<file path="config.mk">
export PLATFORM = sky130hd
export DESIGN_NAME = seq_gen
export DESIGN_NICKNAME = d
export VERILOG_FILES = /design/src/rtl/seq_gen.sv
export SDC_FILE = /design/constraint.sdc
export NUM_CORES = 1
export LEC_CHECK = 0
export BUFFER_PORTS_ARGS = -buffer_cell sky130_fd_sc_hd__buf_2
export CORE_UTILIZATION = 40
export CTS_CLUSTER_DIAMETER = 50
export DETAILED_ROUTE_END_ITERATION = 10
export GPL_ROUTABILITY_DRIVEN = 0
export SYNTH_ARGS = -nofsm -noshare
export SYNTH_HDL_FRONTEND = slang
export SYNTH_SLANG_ARGS = --single-unit
</file>
<file path="constraint.sdc">
create_clock -name clk -period 4.15 [get_ports clk]
set_input_delay 0.415 -clock clk [delete_from_list [all_inputs] [get_ports clk]]
set_output_delay 0.415 -clock clk [all_outputs]
set_load 0.005 [all_outputs]
</file>
<file path="src/rtl/seq_gen.sv">
// Serial stimulus generator: shifts a captured pattern out LSB first
// and counts adjacent equal bit pairs as the detector's expected hits.
module seq_gen #(
  parameter int WIDTH = 8
) (
  input  logic             clk,
  input  logic             reset,
  input  logic             start,
  input  logic [WIDTH-1:0] pattern,
  input  logic [3:0]       len,
  output logic             w,
  output logic             valid,
  output logic             done,
  output logic [3:0]       expected_z,
  output logic [2:0]       state
);

  localparam int CW = (WIDTH < 2) ? 1 : $clog2(WIDTH);

  localparam logic [2:0] S_IDLE = 3'b001;
  localparam logic [2:0] S_SEND = 3'b010;
  localparam logic [2:0] S_DONE = 3'b100;

  localparam int I_IDLE = 0;
  localparam int I_SEND = 1;
  localparam int I_DONE = 2;

  logic [2:0]       r_state;
  logic [2:0]       w_next;
  logic [WIDTH-1:0] r_pat;
  logic [CW-1:0]    r_cnt;
  logic [CW-1:0]    r_last;
  logic [CW-1:0]    w_last;
  logic             r_prev;
  logic [3:0]       r_z;
  logic             w_len_ok;
  logic             w_accept;
  logic             w_end;

  // len of 0 or beyond WIDTH falls back to the full pattern width
  assign w_len_ok = (len != 4'd0) && (32'(len) <= WIDTH);
  assign w_last   = w_len_ok ? CW'(len - 4'd1) : CW'(WIDTH - 1);
  assign w_accept = r_state[I_IDLE] & start;
  assign w_end    = r_state[I_SEND] & (r_cnt == r_last);

  always_ff @(posedge clk or negedge reset) begin
    if (!reset) begin
      r_state <= S_IDLE;
    end else begin
      r_state <= w_next;
    end
  end

  always_comb begin
    w_next = S_IDLE;
    unique case (1'b1)
      r_state[I_IDLE]: w_next = start ? S_SEND : S_IDLE;
      r_state[I_SEND]: w_next = w_end ? S_DONE : S_SEND;
      r_state[I_DONE]: w_next = S_IDLE;
      default:         w_next = S_IDLE;
    endcase
  end

  always_comb begin
    w     = 1'b0;
    valid = 1'b0;
    done  = 1'b0;
    unique case (1'b1)
      r_state[I_SEND]: begin
        w     = r_pat[0];
        valid = 1'b1;
      end
      r_state[I_DONE]: done = 1'b1;
      default: ;
    endcase
  end

  // r_pat shifts so the current bit is always r_pat[0]
  always_ff @(posedge clk or negedge reset) begin
    if (!reset) begin
      r_pat  <= '0;
      r_cnt  <= '0;
      r_last <= '0;
      r_prev <= 1'b0;
      r_z    <= 4'd0;
    end else if (w_accept) begin
      r_pat  <= pattern;
      r_cnt  <= '0;
      r_last <= w_last;
      r_prev <= 1'b0;
      r_z    <= 4'd0;
    end else if (r_state[I_SEND]) begin
      r_pat  <= r_pat >> 1;
      r_cnt  <= r_cnt + CW'(1);
      r_prev <= r_pat[0];
      if ((r_cnt != '0) && (r_pat[0] == r_prev)) begin
        r_z <= r_z + 4'd1;
      end
    end
  end

  assign expected_z = r_z;
  assign state      = r_state;

endmodule

</file>
==> results.txt, run 1 <==
The run finished with clean final reports. Number of nets in the layout: 150. The Yosys step of the flow raised 0 warnings. From bottom edge to top edge, the die measures 54.5 um. The number of input and output port buffers inserted is 24.

In the routed layout, each cell is associated on average with a via count of 5.02. The CTS buffer count came out at 3. The post-synthesis cell type with the largest combined area is dfrtp_1. Total of max-cap violations: 0. For this design, the CTS-stage hold fixing added 0 buffers. Number of pins exceeding their max-slew limit in the final report: 0. Counting every net in the synthesized netlist gives 128.

The repair_antennas step left the layout with diodes totalling 0. Counting along the longest clock path gives a buffer depth of 2. The worst path meets setup with 2.33 ns of slack. The number of global-route vias before repair was 739; the first-pass GRT wire length was 3.04 mm. The run gives 2.44 ns as the worst setup timing slack at the placement stage. The number of instances in the synthesized netlist came out at 109.

The total global routing track utilization was 15.1%; the routed length per placed instance was 11.7 um. STA classifies the critical path endpoint as an output pin. The number of cell rows was 18; the count of antenna-violating nets left after detailed routing was 0. The tools report the core outline area as 0.00254 sq mm. The share of flip-flops with an asynchronous set or reset came out at 100%. The number of placed instances with taps included was 156.

Timing startpoint of the critical path: state[1]. For the placed wire-length estimate after detailed placement, the log shows 1.35 mm. The number of different library cells used by synthesis comes to 27.

At the later pin of the worst-skew pair, clock insertion delay measures 0.31 ns. By area the synthesized netlist is led by dfrtp_1, mux2i_1, nand2_1. Counting flops with a built-in enable in the synthesized netlist gives 0.

The final-report hold violation count is 0. Across the VDD grid, the largest voltage drop is 0.000330 V. For the worst setup path, the data required time is 3.73 ns. The worst hold path belongs to the class primary input to async pin. After detailed routing, the total wire length is 1.87 mm. The remaining global-route overflow is 0. Counting every sink on the clock net gives 22.

For this design the top-level I/O count stands at 25. The combined area of all synthesized cells came out at 0.00110 sq mm. The post-route netlist has 23.1% of its cells at a drive strength greater than 1. The tools report the clock skew as 0.00525 ns. Sequential elements use 50.1% of the synthesized area. At the worst endpoint, the arrival time is 1.40 ns. In the synthesized netlist, the cells that appear most often are dfrtp_1, nand2_1, mux2i_1.

The tools report the utilization of the core after routing as 49.2%. For this configuration, the core starts out at a cell density of 43.3%. The run gives 0.0447 ns as the worst hold slack across all endpoints. The area growth from synthesis to layout is 13.5%. The source of the worst register-to-register timing path is state[1]. The flop and latch count out of synthesis was 22; the number of optimization iterations in the first detailed-route pass was 4. The average footprint of a synthesized cell was 10.1 sq um.

For this design the ratio of total power to cell area is 661 mW/mm^2. Register clock-pin slew on the reported worst setup and hold paths: 0.12 ns. The run gives 160 as the final standard cell count with taps included and fillers excluded.

By instance count, the leading cell after synthesis is dfrtp_1. The tools report the startpoint kind of the worst setup timing path as a flip-flop. The die outline area was 0.00297 sq mm. For the pin with the worst max-slew slack, the measured transition is 0.865 ns. For this design the static power due to leakage is 0.646 nW.

Setup violations remaining at the end of the flow were counted as 0. The die span in x works out to 54.5 um. Entering global routing, the biggest net connects 27 pins. Setup repair after global routing left no endpoint under its margin. TritonCTS built the clock tree. Dividing the final minimum period by the clock period gives 43.7%.

Maximum fanout count along the critical path: 14. The most used flip-flop cell after synthesis is dfrtp_1. Setup total negative slack on the finished layout was measured at 0 ns.

Timing would allow up to 551 MHz. Once the clock tree was built, the resizer swapped 0 gates to a different size. The setup path with the least slack is of type flip-flop to output pin. The run gives 1 as the H-tree depth.

The tools report the total via count after detailed routing as 803. The tools report the remaining routing DRC violations as 0. In this run the clock root is driven by a clkbuf_4.

The number of buffers inserted to repair setup after CTS was 0; the fraction of post-synthesis cell area in the top cell type by area was 47.7%. The logs give 0 for the initial antenna violation count and 42.3% for the headroom to the max-slew limit. The worst path in the final design needs a cycle of 1.82 ns, including I/O delays and setup. The detailed router finished its first iteration with 5 violations.
power by group:
| part | internal [mW] | switching (mW) | total [mW] |
|---|---|---|---|
| Sequential | 0.306 | 0.0818 | 0.388 |
| Combinational | 0.151 | 0.168 | 0.319 |
| Clock | 0.0536 | 0.0655 | 0.119 |
final timing paths:
kind,depth (start not counted),endpoint,slack (ns)
setup / recovery,2,w,2.33
hold / removal,1,r_pat[6],0.04
setup reg to reg,3,expected_z[0],2.43
hold reg to reg,2,r_last[2],0.51
max in group asynchronous,1,state[0],3.74
min in group clk,2,r_last[0],0.28
flip-flops by register name, summed over array words and instances, names as in the netlist:
| name | flops |
|---|---|
| expected_z | 4 |
| state | 3 |
| r_pat | 8 |
| r_prev | 1 |
| r_cnt | 3 |
| r_last | 3 |
metal layers:
| metal | vias to the layer above | GRT usage (%) | share of wire (%) |
|---|---|---|---|
| met4 | 0 | 8.97 | 2.5 |
| li1 | 407 | - | - |
| met3 | 5 | 3.33 | 4.4 |
| met2 | 21 | 23.4 | 45 |
| met1 | 370 | 19.1 | 48 |
| met5 | - | 0 | 0 |
worst max-delay path, cell delays in order, from the launching register on:
cell and delay, ns:
dfrtp_1 0.73, and2_1 0.24, buf_2 0.12
final cells by class:
type / instances / area, sq um
fillers: 247 / 1290
flip-flops and latches: 22 / 552
multi-input cells: 74 / 483
repair buffers: 24 / 120
well taps: 30 / 37.5
clock buffers: 4 / 36.3
inverters: 6 / 22.5
cells by family (layout without fill, tap and decap cells):
group                      count (synthesis)  after routing  share of synthesized area [%]
and+or+nand+nor                           35             35                           15.2
DFF                                       22             22                           50.1
AOI/OAI and AO/OA                         17             17                           8.63
buffers and inverters                     13             34                           6.13
muxes                                     10             10                           9.08
xor gates and xnor gates                   8              8                           6.36
adders and majority gates                  4              4                           4.54
metrics by stage:
stage	cell area (sq um)	power (mW)
after floorplan	1100	0.640
after global placement	1210	0.710
after detailed placement	1210	0.718
after CTS	1250	0.837
after global routing	1250	0.905
final	1250	0.827
layout by cell type, fill, tap and decap left out, types with 4 or more instances in the layout:
cell type	Yosys	routed
xor2_1	6	6
o21ai_1	9	9
mux2i_1	10	10
nor2_1	6	6
ha_1	4	4
nand2_1	15	15
dfrtp_1	21	21
buf_2	3	24
inv_1	5	5
(Power assumes the default switching activity.)
==> inputs of run 2 (changes only) <==
ABC_AREA = 1   (was default)
clock period = 1.7 ns   (was 4.15 ns; I/O delays follow)
==> run 2 against run 1 <==
Global-route usage grew 0.48 points. Register-to-register slack lost 2.1 ns. Critical path depth grew 2. Largest power group is now combinational logic. Wire length grew 14%. Area after synthesis grew 7.5%.
==> results.txt, run 2 <==
The flow ran to the end, and the final reports show no timing, DRC or antenna violations. Traced cell by cell, the critical path runs through nand2_2 > inv_2 > o21ai_0 > o22a_1. The flop and latch count out of synthesis came out at 22 (unchanged). The initial antenna violation count is 0 (unchanged). The most used flip-flop cell after synthesis is dfrtp_1. The post-synthesis to final-layout area growth is 13.6%.

The tools report the setup TNS after final layout as 0 ns (unchanged). The total via count after detailed routing was 965 (+20%); the maximum buffer depth of the clock tree was 2 (unchanged). The post-CTS resize count was 0 (unchanged); the power per cell area was 1700 mW/mm^2 (+160%).

The logs give 0.00118 sq mm (+7.5%) for the combined area of all synthesized cells and 0 (unchanged) for the number of inserted diodes. The register clock-pin slew on the reported worst setup and hold paths is 0.13 ns (about the same). The logs give 22 (unchanged) for the clock sink count and 4 (unchanged) for the number of optimization iterations in the first detailed-route pass. Setup repair after global routing left no endpoint under its margin. The number of nets in the layout is 187 (+25%), and the core outline area is 0.00278 sq mm (+9.3%). The clock insertion delay at the later pin of the skew report was 0.31 ns (about the same). The arrival time at the worst endpoint came out at 1.59 ns (+0.19 ns). The tools report the maximum VDD drop as 0.000947 V (+190%). Most common library cell in the layout ignoring fill and taps: nand2_1. TritonCTS built the clock tree. For the count of antenna-violating nets left after detailed routing, the log shows 0 (unchanged).

The synthesized net count came out at 161 (+26%). The die span in x is 56.4 um (+3.5%), and the total global routing track utilization is 15.6% (+0.48 points). The timing startpoint of the critical path is state[0]. Grouping stages by cell kind, the critical path spends the most delay in flip-flops. The critical path in this run is classified as flip-flop to flip-flop.

The number of setup violations in the final report was 0 (unchanged). For the number of pins exceeding their max-slew limit in the final report, the log shows 0 (unchanged). The critical register-to-register path endpoint is r_last[2].

The first-iteration detailed-routing DRC count was 22 (+17); the number of instances in the synthesized netlist was 142 (+30%). For the proportion of synthesized chip area in sequential cells, the log shows 46.6% (-3.5 points). In this run the critical register-to-register path is launched from state[0]. The placed wire-length estimate after detailed placement was 1.60 mm (+18%); the remaining global-route overflow was 0 (unchanged). Time the final worst path needs with I/O delays and setup: 1.39 ns. The highest-delay cell along the critical path is dfstp_2. The critical path's largest stage delay is 0.57 ns (-0.16 ns). Leaving out fill and tap cells, the most frequent cells in the layout are nand2_1, buf_2, dfrtp_1. Of the available clock period, the critical path in the final layout requires 82.0%. Counting instances in the post-synthesis netlist gives the leading cell types as nand2_1, dfrtp_1, inv_1. The final-report hold violation count is 0 (unchanged). Startpoint kind of the worst setup timing path: a flip-flop. The die outline area was 0.00318 sq mm (+7.2%). Depth of the worst register-to-register path: 4 (+1). The worst setup path is captured at a flip-flop. By area the synthesized netlist is led by dfrtp_1, nand2_1, o21ai_0.

The required time reported for the critical path endpoint was 1.89 ns (-1.84 ns); the remaining routing DRC violations was 0 (unchanged). For the final wirelength, the log shows 2.13 mm (+14%). The logs give 67.5% (+25 points) for the headroom to the max-slew limit and 3.97 mm (+30%) for the first-pass GRT wire length. The tools report the largest net degree at the start of global routing as 23 (-15%). The via-per-instance ratio is 4.87 (-2.9%), and the leakage power total is 0.709 nW (+9.8%). The number of flip-flops in the largest register was 8 (unchanged). The register-to-register path setup slack is 0.31 ns (-2.12 ns). Summed over all instances, the cell type with the most area after synthesis is dfrtp_1. Following the worst setup path forward leads to its endpoint at r_last[2].

The number of input and output port buffers inserted is 24 (unchanged). The logic depth of the worst path, buffers included works out to 4 (+2). The H-tree depth is 1 (unchanged).

For the starting density of the core, the log shows 42.6% (-0.71 points). The path category of the worst min-delay check was primary input to flip-flop. Static timing analysis puts the maximum clock frequency at 718 MHz. The average footprint of a synthesized cell works out to 8.34 sq um (-17%). The tools report the CTS root buffer as clkbuf_4. Count of synthesis-stage warnings from yosys: 0 (unchanged). The number of buffers inserted to repair setup after CTS came out at 0 (unchanged).

The logs give 0 (unchanged) for the total of max-cap violations and 23 (-15%) for the post-synthesis cell type count. The logs give 0.0163 ns (+0.0111 ns) for the clock skew and 947 (+28%) for the number of global-route vias before repair. The I/O pin count was 25 (unchanged). The routed length per placed instance is 10.7 um (-8.1%), and the number of placed instances with taps included is 193 (+24%). The source of the worst hold timing path is pattern[7].

The register with the most flip-flops was r_pat. The fraction of post-synthesis cell area in the top cell type by area is 44.4% (-3.3 points). The most used standard cell by instance count after synthesis was nand2_1. The tools report the final standard cell count with taps included and fillers excluded as 198 (+24%).

The buffers plus inverters on the worst setup path was 1 (unchanged); the maximum fanout count along the critical path was 15 (+1). The transition at the pin with the smallest max-transition slack is 0.488 ns (-0.377 ns). The fraction of final layout cells with drive strength greater than 1 is 25.1% (+2.1 points), and the number of cell rows is 19 (+1). Number of enable-type register cells in the synthesized netlist: 0 (unchanged).

The y dimension of the die came out at 56.4 um (+3.5%). The run gives 3 (unchanged) as the CTS buffer count. The share of flip-flops with an asynchronous set or reset works out to 100% (unchanged).
-- run 2: cell count changes in the layout (fill, tap and decap cells not counted), moves of 6 or more --
cell     delta
o21ai_0    +15
mux2i_1    -10
xor2_1      -6
inv_1      +12
nand2_1    +15
o21ai_1     -7
nand3_1    +10
-- run 2: final cells by class --
type | instances | area [sq um]
inverter | 21 | 78.8
sequential | 22 | 552
timing repair buffer | 27 | 145
clock buffer | 4 | 36.3
multi-input combinational | 93 | 495
fill | 267 | 1440
tap | 31 | 38.8
-- run 2: through the flow --
step | hold slack (ns) | total power, mW | setup slack (ns) | instance area [sq um] | utilization [%]
3_5_place_dp | 0.172 | 2.02 | 0.330 | 1300 | 46.7
5_1_grt | 0.0445 | 2.56 | 0.183 | 1350 | 48.4
2_1_floorplan | -0.126 | 1.79 | 0.548 | 1180 | -
6_report | 0.0628 | 2.28 | 0.307 | 1350 | 48.4
4_1_cts | 0.0429 | 2.32 | 0.294 | 1350 | 48.4
3_3_place_gp | 0.171 | 2.00 | 0.382 | 1300 | 46.7
-- run 2: cell families (layout without fill, tap and decap cells) --
family | Yosys count | in the layout | share of synthesized area [%]
XOR/XNOR | 4 | 4 | 2.96
adder cells (fa/ha/maj) | 4 | 4 | 4.22
AND/OR/NAND/NOR | 59 | 59 | 22.8
buffers and inverters | 27 | 52 | 11.6
flip-flops | 22 | 22 | 46.6
AO/OA/AOI/OAI | 26 | 26 | 11.8
-- run 2: worst min-delay path by stage --
stage	slack, ns	cells after the start	endpoint
global placement	0.17	1	r_last[2]
floorplan	-0.13	0	expected_z[0]
CTS	0.04	3	r_pat[7]
finish	0.06	3	r_pat[7]
global route	0.04	3	r_pat[7]
detailed placement	0.17	1	state[2]
-- run 2: routing by layer --
layer	global-route usage [%]	vias up	part of all wire [%]	routed length, um
met5	0	-	0	0
met1	21.1	439	49	1050
met4	4.53	0	0	0
met3	2.53	0	4.6	98
met2	25.5	23	46	980
li1	-	503	-	-
-- run 2: what timing repair did --
| action | 4_1_cts | 5_1_grt |
|---|---|---|
| endpoints found under the hold margin | 21 | 0 |
| hold buffers | 1 | 0 |
| setup endpoints to repair | 0 | 0 |
-- run 2: tightest hold or removal path, cell delays in order --
cell and delay [ns]:
buf_2 0.07, nand2_1 0.04, o21ai_0 0.06
-- run 2: report_power, final --
group | total, mW | switching, mW | internal, mW
clock | 0.285 | 0.155 | 0.131
combinational | 1.06 | 0.610 | 0.455
sequential | 0.932 | 0.164 | 0.768
total | 2.28 | 0.929 | 1.35
==> inputs of run 3 (changes only) <==
ABC_AREA = 0   (was 1)
clock period = 1.15 ns   (was 1.7 ns; I/O delays follow)
==> run 3 against run 2 <==
The flow now finishes with violations (negative hold slack, negative setup slack). Combinational power is 130% higher. Cell count is 7.1% lower. Cell area increased by 27%. Clock power grew 35%. Sequential share of layout area is 8.8 points lower. Register-to-register slack got worse by 0.53 ns. Critical path depth increased by 1. Global-route usage grew 4.3 points. Clock skew is 0.015 ns lower. Wire length up 23%. Maximum frequency grew 1.3%. Non-clock buffer count is 21 higher. Largest cell class is now multi-input gates. Highest routed layer is now met4.
==> results.txt, run 3 (synthesized netlist as in run 1, its figures left out) <==
For the total of fill cells in the finished design, the log shows 206 (-23%). The top cell types in the final layout, fill and taps aside, are dfrtp_1, buf_2, buf_6, buf_4. The buffers plus inverters on the worst setup path was 1 (unchanged); the number of flip-flops in the largest register was 8 (unchanged).

The fraction of the cycle the final worst path needs is 120% (+38 points). The power per cell area was 2490 mW/mm^2 (+47%); the H-tree depth was 1 (unchanged). For the smallest setup slack after layout, the log shows -0.226 ns (-0.532 ns). The tools report the total via count after detailed routing as 933 (-3.3%).

The starting density of the core was 43.3% (+0.71 points). The register clock-pin slew on the reported worst setup and hold paths was 0.12 ns (about the same). Setup repair after global routing could not meet its margin everywhere. For the number of optimization iterations in the first detailed-route pass, the log shows 4 (unchanged). The final-report hold violation count was 1 (+1); the final wirelength was 2.62 mm (+23%). The path category of the worst min-delay check was primary input to flip-flop. The arrival time at the worst endpoint was 1.64 ns (+0.05 ns); the number of nets in the layout was 174 (-7.0%). The routed length per placed instance is 14.2 um (+33%), and the final standard cell count with taps included and fillers excluded is 184 (-7.1%).

For the number of pins exceeding their max-slew limit in the final report, the log shows 0 (unchanged). The clock insertion delay at the later pin of the skew report was 0.32 ns (about the same); the via-per-instance ratio was 5.07 (+4.0%). The headroom to the max-slew limit came out at 66.9% (-0.64 points). The root buffer cell chosen for the clock tree is clkbuf_4. Critical path's largest stage delay: 0.48 ns (-0.09 ns).

The run gives 0.00148 ns (-0.0149 ns) as the clock skew. The critical path capture point type was a flip-flop. For the power after layout, the log shows 4.27 mW (+87%).

The highest-delay cell along the critical path is or4b_4. The logs give 0.00297 sq mm (-6.7%) for the die outline area and 22 (unchanged) for the clock sink count. From synthesis to final layout, the design area changed by 55.4%. The time the final worst path needs with I/O delays and setup works out to 1.38 ns (-0.0177 ns). The number of global-route vias before repair was 966 (+2.0%). Startpoint kind of the worst setup timing path: a flip-flop. For the leakage power total, the log shows 0.823 nW (+16%). Total area of sequential cells: 552 sq um (unchanged). The critical path is of the flip-flop to flip-flop type. The number of setup violations in the final report is 10 (+10).

The worst setup timing slack at the placement stage was -0.211 ns (-0.541 ns); the total global routing track utilization was 19.9% (+4.3 points). The count of antenna-violating nets left after detailed routing was 0 (unchanged); the worst hold slack across all endpoints was -0.000345 ns (-0.0631 ns). The run gives 727 MHz (+1.3%) as the achievable frequency. The signal on the critical path passes through inv_1 > ha_2 > nor2b_4 > or4b_4 > a21oi_2. The die span in x works out to 54.5 um (-3.4%).

The y dimension of the die came out at 54.5 um (-3.4%). For the number of placed instances with taps included, the log shows 167 (-13%). The fraction of final layout cells with drive strength greater than 1 was 49.4% (+24 points). TritonCTS built the clock tree.

The required time reported for the critical path endpoint was 1.41 ns (-0.48 ns). The largest net degree at the start of global routing is 23 (unchanged), and the total of max-cap violations is 0 (unchanged). The remaining global-route overflow was 0 (unchanged). The core outline area is 0.00254 sq mm (-8.5%), and the number of input and output port buffers inserted is 24 (unchanged). The maximum VDD drop is 0.00130 V (+38%), and the number of cell rows is 18 (-1). The maximum fanout count along the critical path was 4 (-11); the number of inserted diodes was 0 (unchanged). The maximum buffer depth of the clock tree is 2 (unchanged). More flip-flops sit in one register than any other, and that register is r_pat. Broken down by cell family, the worst path's largest delay share belongs to simple AND/OR/NAND/NOR gates. The logs give 0 (unchanged) for the remaining routing DRC violations and 3 (unchanged) for the CTS buffer count. The run finished, with violations left. The run gives 12 (-45%) as the first-iteration detailed-routing DRC count.

The initial antenna violation count was 0 (unchanged); the footprint of the multi-input gates was 657 sq um (+33%). The checks that failed: negative hold slack, negative setup slack. The first-pass GRT wire length is 4.06 mm (+2.4%), and the placed wire-length estimate after detailed placement is 1.50 mm (-6.0%). The transition at the pin with the smallest max-transition slack was 0.497 ns (+0.00958 ns). I/O pin count: 25 (unchanged).
[run 3: cell count changes in the layout (fill, tap and decap cells not counted), sizes merged, moves of 3 or more]
cell,change
dlygate4sd3,+5
nand2,-20
o21ai,-8
nand3,-10
nor2,-4
nor4,+3
inv,-15
a21oi,-4
xor2,+6
mux2i,+10
buf,+15
[run 3: repair_timing]
action / in CTS / in global routing
setup buffers: 5 / 2
endpoints found under the setup margin: 9 / 20
gates resized for setup: 11 / 38
endpoints found under the hold margin: 24 / 2
hold buffers: 4 / 2
pin swaps: 4 / 10
cloned: 1 / 1
[run 3: where the power goes]
group	internal, mW	leakage, nW	total, mW	switching [mW]
logic	1.38	0.536	2.48	1.11
registers	1.11	0.272	1.40	0.295
clock network	0.136	0.0150	0.384	0.248
total	2.62	0.823	4.27	1.65
[run 3: final timing paths]
kind	cells after the start	slack, ns	from	end
hold reg to reg	2	0.53	r_last[2]	r_last[2]
min in group asynchronous	2	0.28	reset	expected_z[2]
setup / recovery	5	-0.23	r_cnt[0]	expected_z[1]
hold / removal	3	-0.0003	pattern[3]	r_pat[3]
setup reg to reg	5	-0.23	r_cnt[0]	expected_z[1]
max in group asynchronous	2	0.52	reset	state[0]
[run 3: metrics by stage]
stage,cell area [sq um],TNS [ns],hold slack [ns],utilization [%]
after detailed placement,1330,-0.555,0.117,52.1
after CTS,1510,-1.07,0.000875,59.3
after global placement,1330,-0.495,0.106,52.1
final,1710,-1.05,-0.000345,67.3
after global routing,1710,-1.69,0.0108,67.3
after floorplan,1130,-0.512,-0.181,-
[run 3: area by class of cell]
class | count | share of cell area, %
clock buffers | 4 | 1.53
inverters | 6 | 1.31
multi-input cells | 74 | 38.3
flip-flops and latches | 22 | 32.2
well taps | 30 | 2.19
repair buffers | 48 | 24.4
[run 3: worst min-delay path: cells and delay by family]
family	cells	cell delay, ns
AO/OA/AOI/OAI	1	0.04
buffers and inverters	1	0.10
AND/OR/NAND/NOR	1	0.04
[run 3: routing by layer]
layer	up-vias	track usage (%)	part of all wire [%]
met5	-	0	0
met4	0	10.3	2.2
met3	5	2.50	2.8
met1	451	22.3	43
li1	458	-	-
met2	19	36.4	52
